**src/rtl/bmp_stream_processor.sv**
```systemverilog
`default_nettype none
// ============================================================================
// Module   : bmp_stream_processor
// Brief    : Streams a BMP file through, capturing header fields and applying
//            a per-frame saturating operation to pixel bytes.
// Revision : 1.0 - initial release
// ============================================================================
module bmp_stream_processor #(
    parameter int DATA_WIDTH = 32,
    parameter int COLOR_SIZE = 8,
    parameter int HDR_BYTES  = 54
) (
    input  logic                  clk,
    input  logic                  rst_n,
    input  logic [1:0]            slv0_mode,
    input  logic [COLOR_SIZE-1:0] slv0_proc_val,
    input  logic [DATA_WIDTH-1:0] slv0_data,
    input  logic                  slv0_data_valid,
    output logic                  slv0_ready,
    output logic [DATA_WIDTH-1:0] mstr0_data,
    output logic                  mstr0_data_valid,
    input  logic                  mstr0_ready,
    output logic                  mstr0_cmplt,
    output logic [31:0]           hdr_file_size,
    output logic [31:0]           hdr_data_pos,
    output logic [31:0]           hdr_width,
    output logic [31:0]           hdr_height,
    output logic [15:0]           hdr_bpp,
    output logic                  hdr_valid
);

    localparam int          c_lanes     = DATA_WIDTH / 8;
    localparam logic [31:0] c_lane_step = 32'(c_lanes);
    localparam logic [31:0] c_hdr_min   = 32'(HDR_BYTES);

    localparam logic [1:0] c_st_idle   = 2'd0;
    localparam logic [1:0] c_st_header = 2'd1;
    localparam logic [1:0] c_st_pixel  = 2'd2;
    localparam logic [1:0] c_st_last   = 2'd3;

    logic [1:0]            r_state;
    logic [31:0]           r_bcnt;
    logic [1:0]            r_mode;
    logic [COLOR_SIZE-1:0] r_val;
    logic                  r_fs_ok;
    logic                  r_run;

    logic                  w_acc;
    logic                  w_idle;
    logic [31:0]           w_base;
    logic [31:0]           w_bcnt_nxt;
    logic [1:0]            w_mode;
    logic [COLOR_SIZE-1:0] w_val;
    logic [31:0]           w_idx [c_lanes];
    logic [31:0]           w_fs;
    logic [31:0]           w_dp;
    logic [31:0]           w_wd;
    logic [31:0]           w_ht;
    logic [15:0]           w_bpp;
    logic                  w_fs_ok;
    logic                  w_hvalid;
    logic                  w_end;
    logic [31:0]           w_pix_start;
    logic [DATA_WIDTH-1:0] w_proc;

    function automatic logic [COLOR_SIZE-1:0] apply_op(
        input logic [1:0]            mode,
        input logic [COLOR_SIZE-1:0] p,
        input logic [COLOR_SIZE-1:0] v
    );
        logic [COLOR_SIZE:0] sum;
        logic [COLOR_SIZE:0] dif;
        sum = {1'b0, p} + {1'b0, v};
        dif = {1'b0, p} - {1'b0, v};
        case (mode)
            2'b00:   apply_op = p;
            2'b01:   apply_op = sum[COLOR_SIZE] ? '1 : sum[COLOR_SIZE-1:0];
            2'b10:   apply_op = dif[COLOR_SIZE] ? '0 : dif[COLOR_SIZE-1:0];
            default: apply_op = (p >= v) ? '1 : '0;
        endcase
    endfunction

    assign slv0_ready = r_run && (r_state != c_st_last) && (!mstr0_data_valid || mstr0_ready);
    assign w_acc      = slv0_data_valid && slv0_ready;
    assign w_idle     = (r_state == c_st_idle);
    assign w_base     = w_idle ? 32'd0 : r_bcnt;
    assign w_bcnt_nxt = w_base + c_lane_step;
    assign w_mode     = w_idle ? slv0_mode : r_mode;
    assign w_val      = w_idle ? slv0_proc_val : r_val;

    // Header fields merged with this beat's bytes, so a field completed in
    // the current beat already governs that beat's own pixel bytes.
    always_comb begin
        w_fs     = w_idle ? 32'd0 : hdr_file_size;
        w_dp     = w_idle ? 32'd0 : hdr_data_pos;
        w_wd     = w_idle ? 32'd0 : hdr_width;
        w_ht     = w_idle ? 32'd0 : hdr_height;
        w_bpp    = w_idle ? 16'd0 : hdr_bpp;
        w_fs_ok  = !w_idle && r_fs_ok;
        w_hvalid = !w_idle && hdr_valid;
        for (int i = 0; i < c_lanes; i++) begin
            for (int k = 0; k < 4; k++) begin
                if (w_idx[i] == 32'(2 + k))  w_fs[8*k +: 8] = slv0_data[8*i +: 8];
                if (w_idx[i] == 32'(10 + k)) w_dp[8*k +: 8] = slv0_data[8*i +: 8];
                if (w_idx[i] == 32'(18 + k)) w_wd[8*k +: 8] = slv0_data[8*i +: 8];
                if (w_idx[i] == 32'(22 + k)) w_ht[8*k +: 8] = slv0_data[8*i +: 8];
            end
            for (int k = 0; k < 2; k++) begin
                if (w_idx[i] == 32'(28 + k)) w_bpp[8*k +: 8] = slv0_data[8*i +: 8];
            end
            if (w_idx[i] == 32'd5)  w_fs_ok  = 1'b1;
            if (w_idx[i] == 32'd29) w_hvalid = 1'b1;
        end
    end

    // Overshoot also counts as end so a malformed size can never stall the block.
    assign w_end       = w_fs_ok && (w_fs <= w_bcnt_nxt);
    assign w_pix_start = (w_dp > c_hdr_min) ? w_dp : c_hdr_min;

    for (genvar i = 0; i < c_lanes; i++) begin : g_lane
        logic [7:0] w_in;
        assign w_idx[i] = w_base + 32'(i);
        assign w_in     = slv0_data[8*i +: 8];
        assign w_proc[8*i +: 8] = (w_fs_ok && (w_idx[i] >= w_fs)) ? 8'h00 :
                                  (w_idx[i] < w_pix_start)        ? w_in  :
                                  apply_op(w_mode, w_in, w_val);
    end

    always_ff @(posedge clk or negedge rst_n) begin
        if (!rst_n) begin
            r_state          <= c_st_idle;
            r_bcnt           <= 32'd0;
            r_mode           <= 2'b00;
            r_val            <= '0;
            r_fs_ok          <= 1'b0;
            r_run            <= 1'b0;
            hdr_file_size    <= 32'd0;
            hdr_data_pos     <= 32'd0;
            hdr_width        <= 32'd0;
            hdr_height       <= 32'd0;
            hdr_bpp          <= 16'd0;
            hdr_valid        <= 1'b0;
            mstr0_data       <= '0;
            mstr0_data_valid <= 1'b0;
            mstr0_cmplt      <= 1'b0;
        end else begin
            r_run <= 1'b1;
            if (w_acc) begin
                r_bcnt        <= w_bcnt_nxt;
                r_mode        <= w_mode;
                r_val         <= w_val;
                r_fs_ok       <= w_fs_ok;
                hdr_file_size <= w_fs;
                hdr_data_pos  <= w_dp;
                hdr_width     <= w_wd;
                hdr_height    <= w_ht;
                hdr_bpp       <= w_bpp;
                hdr_valid     <= w_hvalid;
                if (w_end) begin
                    r_state <= c_st_last;
                end else if (w_idle) begin
                    r_state <= c_st_header;
                end else if ((r_state == c_st_header) && w_hvalid && (w_bcnt_nxt >= w_dp)) begin
                    r_state <= c_st_pixel;
                end
            end else if ((r_state == c_st_last) && mstr0_data_valid && mstr0_ready) begin
                r_state <= c_st_idle;
            end

            if (!mstr0_data_valid || mstr0_ready) begin
                mstr0_data_valid <= w_acc;
                mstr0_cmplt      <= w_acc && w_end;
                if (w_acc) begin
                    mstr0_data <= w_proc;
                end
            end
        end
    end

endmodule
`default_nettype wire
```
**config.mk**
```make
export PLATFORM = sky130hd
export DESIGN_NAME = bmp_stream_processor
export DESIGN_NICKNAME = d
export VERILOG_FILES = /design/src/rtl/bmp_stream_processor.sv
export SDC_FILE = /design/constraint.sdc
export NUM_CORES = 2
export LEC_CHECK = 0
export ABC_CLOCK_PERIOD_IN_PS = 14280
export BUFFER_PORTS_ARGS = -buffer_cell sky130_fd_sc_hd__buf_4
export CAP_MARGIN = 0
export CORE_AREA = 10 10 307 191
export CTS_BUF_LIST = sky130_fd_sc_hd__clkbuf_2 sky130_fd_sc_hd__clkbuf_4 sky130_fd_sc_hd__clkbuf_8
export DETAILED_ROUTE_END_ITERATION = 10
export DIE_AREA = 0 0 317 201
export PLACE_DENSITY = 0.76
export SLEW_MARGIN = 30
export SYNTH_ARGS = -nofsm -noshare
export SYNTH_HDL_FRONTEND = slang
export SYNTH_SLANG_ARGS = --single-unit
```
**constraint.sdc**
```tcl
create_clock -name clk -period 14.28 [get_ports clk]
set_clock_uncertainty 0.1 [all_clocks]
set_input_delay 2.856 -clock clk [delete_from_list [all_inputs] [get_ports clk]]
set_output_delay 2.856 -clock clk [all_outputs]
set_load 0.03 [all_outputs]
```
==> impl_results.md <==
- Status: completed
- Clock group share of total power: 0.090
- Clock Pin Slew Worst Setup and Hold Paths: 70 ps
- Final core occ: 0.6043
- Worst Hold Class: reg -> reg
- RSZ-0062 raised after global routing: false
- Cell Area, Synth: 28800 µm²
- Max VDD drop: 0.1626 mV
- Filler cells: 4921
- Most frequent cells in the layout: 507 x nand2_1, 376 x ha_1, 325 x buf_4
- Final non-filler cell total: 4700
- Most common cell after layout, fill and taps aside: nand2_1
- Final Setup Violations: 0
- Fin crit period: 12340 ps
- Final Slew Violations: 0
- Post-synthesis sequential area ratio: 0.1955
- Placer Congestion: 1.124
- Number of synthesized flops with an enable pin: 0
- PwrDens: 233.3 nW/µm²
- CORE AREA: 53260 µm²
- Max frequency: 81.03 MHz
- Htree depth: 2
- Worst endpoint required time: 14730 ps
- Standard-cell rows: 66
- Root Buffer: clkbuf_8
- Initial core utilization: 0.5406
- Reg area: 5630 µm²
- # Post-CTS Setup Buffers: 0
- CTS Hold Buffers Added: 0
- Power Total: 7510 µW
- NumNets Final: 4386
- DRC viols: 0
- Post-Syn Nets: 4289
- Slowest CP cell: nor4_1
- Drt via density: 7.007
- DP HPWL: 112.3 mm
- Largest net degree at the start of global routing: 110
- Crit path capture type: flip-flop
- Syn. warnings: 0
- First-iteration detailed-routing DRC count: 5995
- Clock Latency Late Sink: 680 ps
- Max-cap violation count: 0
- Top cell by count, worst path: a21o_1
- Routed vias: 32930
- CP Max Fanout: 26
- DP Worst Slack: 2702 ps
- Die width: 317 µm
- Clock tree buffer depth: 3
- Worst EP arrival: 12790 ps
- Synth unique cells: 93
- Share of post-route cells with drive strength above 1: 0.1331
- Vias in the first global route: 29160
- Sw Pwr: 4340 µW
- Gate power share: 0.762
- DIE HEIGHT: 201 µm
- Tcrit/Tclk final: 0.8642
- Main synth FF type: dfrtp_1
- Nature of the critical path startpoint: flip-flop
- Multi-input gate area: 21780 µm²
- Sequential power share: 0.148
- P&R area growth vs syn: 11.78%
- Initial antenna violation count: 10
- Die ar.: 63720 µm²
- Post-Route WL: 148.7 mm
- Least-Margin Pin Slew: 1104 ps
- # IOs: 226
- ANT nets after route: 0
- Sw Share: 0.5779
- Port Buffers: 225
- Static leakage power: 0.01513 µW
- Syn Inst Count: 3859
- Cell-internal power: 3170 µW
- # placed instances: 4628
- Synth Register Bits: 225
- Slew headroom: 0.2590
- Setup_tns: 0 ps
- First-pass GRT wire length: 209.7 mm
- Gr usage total: 0.4450
- Final worst slack: 1939 ps
- CTS tree: yes
- Syn Area/Cell: 7.462 µm²
- # resized after CTS: 0
- Max stage delay on crit path: 940 ps
- Async S/R FF share, synth: 1.000
- Drt pass-1 iters: 10
- Cts bufs inserted: 39
- GRT Residual Overflow: 0
- CTS Sinks: 225
- Drt wl/cell: 31.64 µm
- Setup CP Type: reg -> reg
- Final Hold Vio Count: 0
==> power groups by stage <==
| stage | combinational (µW) | clock, µW | sequential [µW] |
|---|---|---|---|
| 2_1_floorplan | 3050 | 0 | 1420 |
| 6_report | 5720 | 677 | 1110 |
| 3_5_place_dp | 5410 | 0 | 1100 |
| 3_3_place_gp | 5380 | 0 | 1100 |
| 4_1_cts | 5440 | 675 | 1090 |
| 5_1_grt | 6040 | 703 | 1130 |
==> worst paths after layout <==
path,startpoint,to,slack (ps),depth (start not counted)
max,r_state[1]$_DFFE_PN0P_,mstr0_data[0]$_DFFE_PN0P_,1940,35
min,hdr_width[18]$_DFFE_PN0P_,hdr_width[18]$_DFFE_PN0P_,380,2
max reg2reg,r_state[1]$_DFFE_PN0P_,mstr0_data[0]$_DFFE_PN0P_,1940,35
min reg2reg,hdr_width[18]$_DFFE_PN0P_,hdr_width[18]$_DFFE_PN0P_,380,2
max in group asynchronous,rst_n,mstr0_data[24]$_DFFE_PN0P_,9960,3
min in group asynchronous,rst_n,r_run$_DFF_PN0_,2180,1
==> cells in the mapped netlist, types with 9 or more instances <==
master	instances	area [µm²]
a211oi_1	31	232.7
a21boi_0	17	127.6
a21o_1	87	653.1
a21oi_1	290	1451
a221o_1	19	190.2
a221oi_1	14	122.6
a22oi_1	17	127.6
a31oi_1	54	337.8
and2_1	25	156.4
and3_1	51	319.1
and4_1	9	78.83
buf_1	26	97.59
buf_2	31	155.2
clkbuf_1	207	777.0
dfrtp_1	225	5630
ha_1	376	4705
inv_1	143	536.8
mux2_2	37	416.7
mux2i_1	100	1001
nand2_1	508	1907
nand2b_1	48	300.3
nand3_1	186	930.9
nand3b_1	11	82.58
nand4_1	98	613.1
nor2_1	306	1149
nor2b_1	51	319.1
nor3_1	47	235.2
nor4_1	41	256.5
nor4_4	11	234.0
o211ai_1	86	645.6
o21a_1	24	180.2
o21ai_0	306	1531
o21ai_1	13	65.06
o22ai_1	20	125.1
o311ai_0	12	105.1
or2_2	10	62.56
or3_1	21	131.4
or4_1	9	67.56
xnor2_1	97	849.6
xor2_1	37	324.1
==> metrics by stage <==
step	hold WS, ps	area, µm²
after floorplan	345.9	28800
after global placement	361.5	31140
after detailed placement	370.4	31260
after CTS	383.9	32090
after global routing	407.5	32180
final	382.8	32190
==> critical path, delay by kind of cell (launching register included) <==
kind                       cells  cell delay, ps
buffers and inverters          3             640
and+or+nand+nor               10            4580
DFF                            1             790
muxes                          1             290
xor gates and xnor gates       1             350
AOI/OAI and AO/OA             18            4490
adders and majority gates      2             960
==> routing by layer <==
metal	GRT usage	part of all wire	wire length (µm)
met5	0	0.00032	48
met1	0.6261	0.41	60510
met2	0.5373	0.35	52100
met3	0.2637	0.20	29950
met4	0.1494	0.041	6090
==> cell type report <==
| cell class | count | area share |
|---|---|---|
| Multi-Input combinational cell | 3210 | 0.6767 |
| Inverter | 152 | 0.01773 |
| Timing Repair Buffer | 328 | 0.07677 |
| Sequential cell | 225 | 0.1749 |
| Clock inverter | 14 | 0.003615 |
| Clock buffer | 54 | 0.02231 |
| Antenna cell | 3 | 0.0002332 |
| Tap cell | 714 | 0.02776 |
==> cell families after synthesis <==
logic type                 count (synthesis)  synth area share
other                                      1         0.0001302
adders and majority gates                387            0.1700
buffers and inverters                    424           0.05757
AOI/OAI and AO/OA                       1081            0.2339
muxes                                    138           0.04962
DFF                                      225            0.1955
and+or+nand+nor                         1469            0.2525
xor gates and xnor gates                 134           0.04076
==> flip-flops by register name (all words and copies together), names as in the netlist <==
| name | cells |
|---|---|
| r_val | 8 |
| hdr_valid | 1 |
| mstr0_data | 32 |
| mstr0_data_valid | 1 |
| hdr_height | 32 |
| hdr_file_size | 32 |
| r_state | 2 |
| hdr_data_pos | 32 |
| mstr0_cmplt | 1 |
| hdr_bpp | 16 |
| r_bcnt | 32 |
| r_fs_ok | 1 |
| r_run | 1 |
| hdr_width | 32 |
| r_mode | 2 |
(Power assumes the default switching activity.)
